<file path="src/rtl/wb_arbiter.sv">
// Writeback arbiter: merges ALU results and queued load returns onto the single
// register-file write port, squashing queued loads overwritten by younger ALU writes.
module wb_arbiter #(
    parameter int unsigned XLEN  = 32,
    parameter int unsigned DEPTH = 2
) (
    input  logic                       clk,
    input  logic                       rst,
    input  logic                       alu_valid,
    input  logic [4:0]                 alu_rd,
    input  logic [XLEN-1:0]            alu_data,
    input  logic                       lsu_valid,
    output logic                       lsu_ready,
    input  logic [4:0]                 lsu_rd,
    input  logic [XLEN-1:0]            lsu_data,
    output logic                       wr_en,
    output logic [4:0]                 wr_reg,
    output logic [XLEN-1:0]            wr_data,
    output logic [$clog2(DEPTH+1)-1:0] lsu_count
);
    localparam int unsigned CW = $clog2(DEPTH + 1);
    localparam int unsigned PW = $clog2(DEPTH);

    logic [DEPTH-1:0] live_q, live_d;
    logic [4:0]       rd_q   [DEPTH];
    logic [4:0]       rd_d   [DEPTH];
    logic [XLEN-1:0]  data_q [DEPTH];
    logic [XLEN-1:0]  data_d [DEPTH];
    logic [PW-1:0]    rd_ptr_q, rd_ptr_d, wr_ptr_q, wr_ptr_d;
    logic [CW-1:0]    count_q, count_d;
    logic             wr_en_q, wr_en_d;
    logic [4:0]       wr_reg_q, wr_reg_d;
    logic [XLEN-1:0]  wr_data_q, wr_data_d;

    logic alu_fire, push, pop, head_live;

    // Readiness depends only on registered occupancy, never on the current pop.
    assign lsu_ready = (count_q < CW'(DEPTH));
    assign lsu_count = count_q;
    assign wr_en     = wr_en_q;
    assign wr_reg    = wr_reg_q;
    assign wr_data   = wr_data_q;

    always_comb begin
        alu_fire  = alu_valid && (alu_rd != 5'd0);
        push      = lsu_valid && lsu_ready && (lsu_rd != 5'd0);
        head_live = live_q[rd_ptr_q];
        pop       = (count_q != '0) && (!head_live || !alu_fire);

        live_d    = live_q;
        rd_d      = rd_q;
        data_d    = data_q;
        rd_ptr_d  = rd_ptr_q;
        wr_ptr_d  = wr_ptr_q;
        wr_en_d   = 1'b0;
        wr_reg_d  = wr_reg_q;
        wr_data_d = wr_data_q;

        // Younger ALU write kills any queued load to the same register.
        for (int i = 0; i < DEPTH; i++) begin
            if (alu_fire && (rd_q[i] == alu_rd)) begin
                live_d[i] = 1'b0;
            end
        end

        if (pop) begin
            live_d[rd_ptr_q] = 1'b0;
            rd_ptr_d         = rd_ptr_q + PW'(1);
        end

        // A same-cycle load is older than the ALU result, so it enters dead.
        if (push) begin
            live_d[wr_ptr_q] = !(alu_fire && (lsu_rd == alu_rd));
            rd_d[wr_ptr_q]   = lsu_rd;
            data_d[wr_ptr_q] = lsu_data;
            wr_ptr_d         = wr_ptr_q + PW'(1);
        end

        count_d = count_q + CW'(push) - CW'(pop);

        if (alu_fire) begin
            wr_en_d   = 1'b1;
            wr_reg_d  = alu_rd;
            wr_data_d = alu_data;
        end else if (pop && head_live) begin
            wr_en_d   = 1'b1;
            wr_reg_d  = rd_q[rd_ptr_q];
            wr_data_d = data_q[rd_ptr_q];
        end
    end

    always_ff @(posedge clk or posedge rst) begin
        if (rst) begin
            live_q    <= '0;
            rd_q      <= '{default: '0};
            data_q    <= '{default: '0};
            rd_ptr_q  <= '0;
            wr_ptr_q  <= '0;
            count_q   <= '0;
            wr_en_q   <= 1'b0;
            wr_reg_q  <= '0;
            wr_data_q <= '0;
        end else begin
            live_q    <= live_d;
            rd_q      <= rd_d;
            data_q    <= data_d;
            rd_ptr_q  <= rd_ptr_d;
            wr_ptr_q  <= wr_ptr_d;
            count_q   <= count_d;
            wr_en_q   <= wr_en_d;
            wr_reg_q  <= wr_reg_d;
            wr_data_q <= wr_data_d;
        end
    end
endmodule

</file>
<file path="config.mk">
export PLATFORM = sky130hd
export DESIGN_NAME = wb_arbiter
export DESIGN_NICKNAME = d
export VERILOG_FILES = /design/src/rtl/wb_arbiter.sv
export SDC_FILE = /design/constraint.sdc
export NUM_CORES = 1
export LEC_CHECK = 0
export CAP_MARGIN = 20
export CORE_ASPECT_RATIO = 1.4
export CORE_UTILIZATION = 47
export CTS_BUF_LIST = sky130_fd_sc_hd__clkbuf_4 sky130_fd_sc_hd__clkbuf_8
export DETAILED_ROUTE_END_ITERATION = 12
export PLACE_DENSITY = 0.82
export SETUP_SLACK_MARGIN = 0.02
export SLEW_MARGIN = 20
export SYNTH_ARGS = -nofsm -noshare
export SYNTH_HDL_FRONTEND = slang
export SYNTH_SLANG_ARGS = --single-unit
</file>
<file path="constraint.sdc">
create_clock -name clk -period 4.81 [get_ports clk]
set_input_delay 1.443 -clock clk [delete_from_list [all_inputs] [get_ports clk]]
set_output_delay 1.443 -clock clk [all_outputs]
set_load 0.02 [all_outputs]
</file>
# Word level (Yosys, flattened, before mapping)
# Index checks and enable logic that the tools add are counted.
# op_classes
order_cmp,8
mux,29
eq_ne,3
bitwise_logic,4
addsub,4
reduce_logical,19
# ops
cell,count
32-bit 2-to-1 mux,6
64-bit bitwise mux,1
32-bit demux with 1-bit select,1
5-bit 2-to-1 mux,6
5-bit equality test,3
1-bit logical AND,11
10-bit bitwise mux,1
5-bit nonzero test,2
1-bit 2-to-1 mux,8
5-bit demux with 1-bit select,1
"2-bit greater-or-equal comparator, second input constant",2
"1-bit by 2-bit less-than comparator with 1-bit output, second input constant",2
2-bit 2-to-1 mux,2
1-bit inverter with 2-bit output,2
2-bit nonzero test,2
1-bit zero test,3
"1-bit adder, second input constant",2
2-bit by 1-bit adder with 2-bit output,1
2-bit AND,1
2-bit bitwise mux,1
1-bit demux with 1-bit select,2
"1-bit greater-or-equal comparator, second input constant",2
"2-bit by 1-bit less-than comparator with 1-bit output, second input constant",1
"2-bit less-than comparator, second input constant",1
other kinds (3),3
# totals
register_bits,118

# Logic depth before layout (Yosys ltp)
# depth
depth_word,9
mapped_depth,11
mapped_depth_nobuf,8

# Least setup slack after synthesis
# OpenSTA, ideal clock, no wires.
# synth_path
kind,input to register
startpoint,in alu_rd[2]
endpoint,reg count_q[1] (netlist: lsu_count[1])
setup_ns,0.081
path_buffers,3
stages,11
arrival_time_ns,3.351
slack_ns,1.379
required_ns,4.729
cell_sequence,buf_6 -> or4_1 -> o21a_1 -> buf_6 -> buf_2 -> a21oi_1 -> ha_1 -> inv_1 -> ha_1 -> xnor2_1 -> xnor2_1
# synth_between
elab_chain_len,6
# synth_lines
element,line,text
"start, declared",10,"input logic [4:0] alu_rd,"
5-bit nonzero test,45,alu_fire = alu_valid && (alu_rd != 5'd0);
1-bit logical AND,45,
1-bit zero test,48,pop = (count_q != '0) && (!head_live || !alu_fire);
1-bit logical OR,48,
1-bit logical AND,48,
2-bit by 1-bit subtractor with 2-bit output,79,count_d = count_q + CW'(push) - CW'(pop);
net count_d[1],30,"logic [CW-1:0] count_q, count_d;"
"end signal, assigned",109,count_q <= count_d;
"end, declared",30,
# The timed path passes the listed nets, and every way through them passes these cells.
# A chain may end at the register's enable or synchronous reset.

# Worst setup path after layout
# layout_path
startpoint,in lsu_rd[1]
endpoint,reg data_q[22] in the netlist's numbering
# layout_between
elab_chain_len,2
# layout_lines
element,line,text
"start, declared",14,"input logic [4:0] lsu_rd,"
5-bit nonzero test,46,push = lsu_valid && lsu_ready && (lsu_rd != 5'd0);
1-bit logical AND,46,
"end signal, assigned",106,data_q <= data_d;
"end, declared",27,logic [XLEN-1:0] data_q [DEPTH];
# Every way passes these cells.

==> out/results.txt <==
final period utilization -> 0.722
post-synthesis mux area share -> 0.295
MaxCap Viol Count -> 0
Via density -> 5.17
Site Rows -> 46
FF-to-FF End -> wr_data[20]$_DFFE_PP0P_
Hold Crit Endpoint -> data_q[24]$_DFFE_PP0P_
Cell Area, Synth -> 5460 µm²
Die Area -> 12100 µm²
Compound-Gate Fraction of Synth Area -> 0.0511
HP Class -> reg -> reg
Die W -> 93.1 µm
post-synthesis xor/xnor area fraction -> 0.0273
CTS tree -> yes
WP data required -> 5.11 ns
routed len/inst -> 16.2 µm
crit-path max FO -> 23
crit path launch -> lsu_rd[1]
max FFs per register -> 64
internal reg-to-reg setup slack -> 2.26 ns
sequential element share of the synthesized area -> 0.541
fmax -> 288 MHz
CP Capture Type -> flop
Pleak -> 2.99 nW
DRC viols -> 0
worst slew pin tran -> 0.982 ns
Hold Vio Cnt, Final -> 0
Final Util -> 0.627
Syn. warnings -> 0
Clock Latency Late Sink -> 0.42 ns
Hold Path Stages -> 1
Setup TNS -> 0 ns
post-synthesis adder-cell area fraction -> 0.00459
Arr. time, crit path -> 3.77 ns
Hold Path Origin -> data_q[24]$_DFFE_PP0P_
Post-Syn Area per Cell -> 12.9 µm²
total global-route track usage -> 0.203
Worst Setup Start Kind -> primary input
fin. max-slew vios -> 0
hold_buf cts -> 0
Starting Density -> 0.481
clk sinks -> 118
normalized max-slew margin -> 0.345
global route overflow -> 0
Worst-path clk slew -> 0.06 ns
nets@finish -> 620
Syn Inst Count -> 424
clk_skew -> 0.0108 ns
dpl cells -> 665
Total Routed Length -> 11200 µm
Net Count, Synth -> 504
Root Buffer -> clkbuf_8
Distinct cells, synth -> 27
drt pass-1 iters -> 4
Worst Reg-to-Reg Cells -> 5
WHS -> 0.501 ns
simple-gate share of the synthesized area -> 0.0452
n_diodes -> 0
Cell Area, Placed -> 6760 µm²
GPL Wtd Cong -> 0.834
layout cells sized above 1 -> 0.279
final setup violation count -> 0
vias in the first global route -> 3962
final antenna-violating net count -> 0
I/O pin cnt -> 119
Setup Buffers After CTS -> 0
maximum vdd ir drop -> 0.272 mV
core box area -> 11300 µm²
Vias -> 3591
H-tree levels -> 4
FF-to-FF Start -> rd_ptr_q$_DFFE_PP0N_
TritonCTS Buffers -> 17
status -> completed
dpl hpwl -> 7680 µm
CTS max path bufs -> 2
P&R area growth vs syn -> 30.3%
first-pass GRT wire length -> 18900 µm
Synth Register Bits -> 118
post-route minimum period -> 3.47 ns
RSZ-0062 raised after global routing -> no
final non-filler cell total -> 695
die height -> 130 µm
design area -> 7110 µm²
pwr/cell area -> 618 nW/µm²
largest net degree at the start of global routing -> 75
initial antenna violation count -> 0
post-CTS sizing -> 0
largest family of logic cells by synthesized area -> multiplexers
crit path kind -> in -> reg
# port buffers -> 118
initial DRC count -> 154
Largest Register -> data_q
## area by class of cell
class | instances | area (µm²)
fillers | 891 | 4230
flip-flops and latches | 118 | 2950
multi-input cells | 273 | 2330
repair buffers | 124 | 1260
clock buffers | 26 | 333
well taps | 144 | 180
inverters | 6 | 25.0
clock inverters | 4 | 20.0
## cell usage in the layout, fill, tap and decap left out
cell type        netlist  layout
xnor2_1               11      11
ha_1                   2       2
a21oi_1                2       2
clkbuf_4               0       4
or4_1                  1       1
or4_4                  1       1
inv_1                  6       5
o21a_2                 0       1
nor2b_1                2       1
nand3_1                3       3
inv_4                  0       1
clkinv_2               0       4
nor3_1                 2       2
or2_2                  1       1
o211ai_4               0       2
dfrtp_2                0       1
xor2_1                 6       6
a211o_1                1       1
nor2b_4                0       1
o21ai_1               16      16
clkdlybuf4s50_1        0     118
buf_12                 0       3
mux2_2               110     110
nor2_1                 1       1
clkbuf_8               0      22
mux2i_1               37      37
nor4_1                 3       3
dfrtp_1              118     117
buf_4                  9       3
o21ai_0               26      26
o32ai_1                2       2
nand2_1               43      43
## kinds of logic after synthesis
logic type / Yosys count
buffers and inverters: 33
muxes: 147
AOI/OAI and AO/OA: 50
xor gates and xnor gates: 17
DFF: 118
adders and majority gates: 2
and+or+nand+nor: 57
## worst max-delay path by stage
stage	to	slack, ns	cells past startpoint
global route	data_q[22]$_DFFE_PP0P_	1.29	5
floorplan	data_q[0]$_DFFE_PP0P_	0.24	1
CTS	data_q[22]$_DFFE_PP0P_	1.36	5
finish	data_q[22]$_DFFE_PP0P_	1.34	5
global placement	data_q[24]$_DFFE_PP0P_	0.95	5
detailed placement	rd_q[2]$_DFFE_PP0P_	0.91	5
## worst max-delay path: stages
cell	delay, ns
clkdlybuf4s50_1	0.48
or4_4	0.61
o211ai_4	0.61
buf_12	0.26
mux2_2	0.35
## per-stage QoR
| stage | worst slack (ns) | power (mW) |
|---|---|---|
| 4_1_cts | 1.36 | 4.46 |
| 3_3_place_gp | 0.947 | 3.56 |
| 6_report | 1.34 | 4.40 |
| 2_1_floorplan | 0.238 | 3.04 |
| 3_5_place_dp | 0.907 | 3.64 |
| 5_1_grt | 1.29 | 4.69 |
## report_power, final
group / internal (mW) / leakage, nW / switching (mW)
Clock: 0.439 / 0.192 / 0.357
Combinational: 1.08 / 1.39 / 0.756
Sequential: 1.45 / 1.41 / 0.314
Total: 2.97 / 2.99 / 1.43
## cell usage after synthesis
library cell,count,area [µm²]
o211ai_2,2,25.0
nor2b_1,2,12.5
a21oi_1,2,10.0
o32ai_1,2,17.5
or4_4,1,11.3
o21ai_1,16,80.1
buf_6,4,45.0
mux2i_1,37,370
ha_1,2,25.0
a211o_1,1,8.76
or4_1,1,7.51
nand2_1,43,161
buf_2,7,35.0
clkbuf_1,7,26.3
xor2_1,6,52.6
mux2_2,110,1240
nor3_1,2,10.0
dfrtp_1,118,2950
o21a_1,1,7.51
o21ai_0,26,130
buf_4,9,67.6
nor4_1,3,18.8
or2_2,1,6.26
inv_1,6,22.5
nand3_1,3,15.0
nor2_1,1,3.75
xnor2_1,11,96.3
## metal layers
metal  global-route usage  part of all wire  up-vias
met5                    0                 0        -
met4               0.0778             0.014        0
met3               0.0540             0.042       15
met2                0.359              0.53       96
met1                0.234              0.41     1756
li1                     -                 -     1724
(Power assumes the default switching activity.)
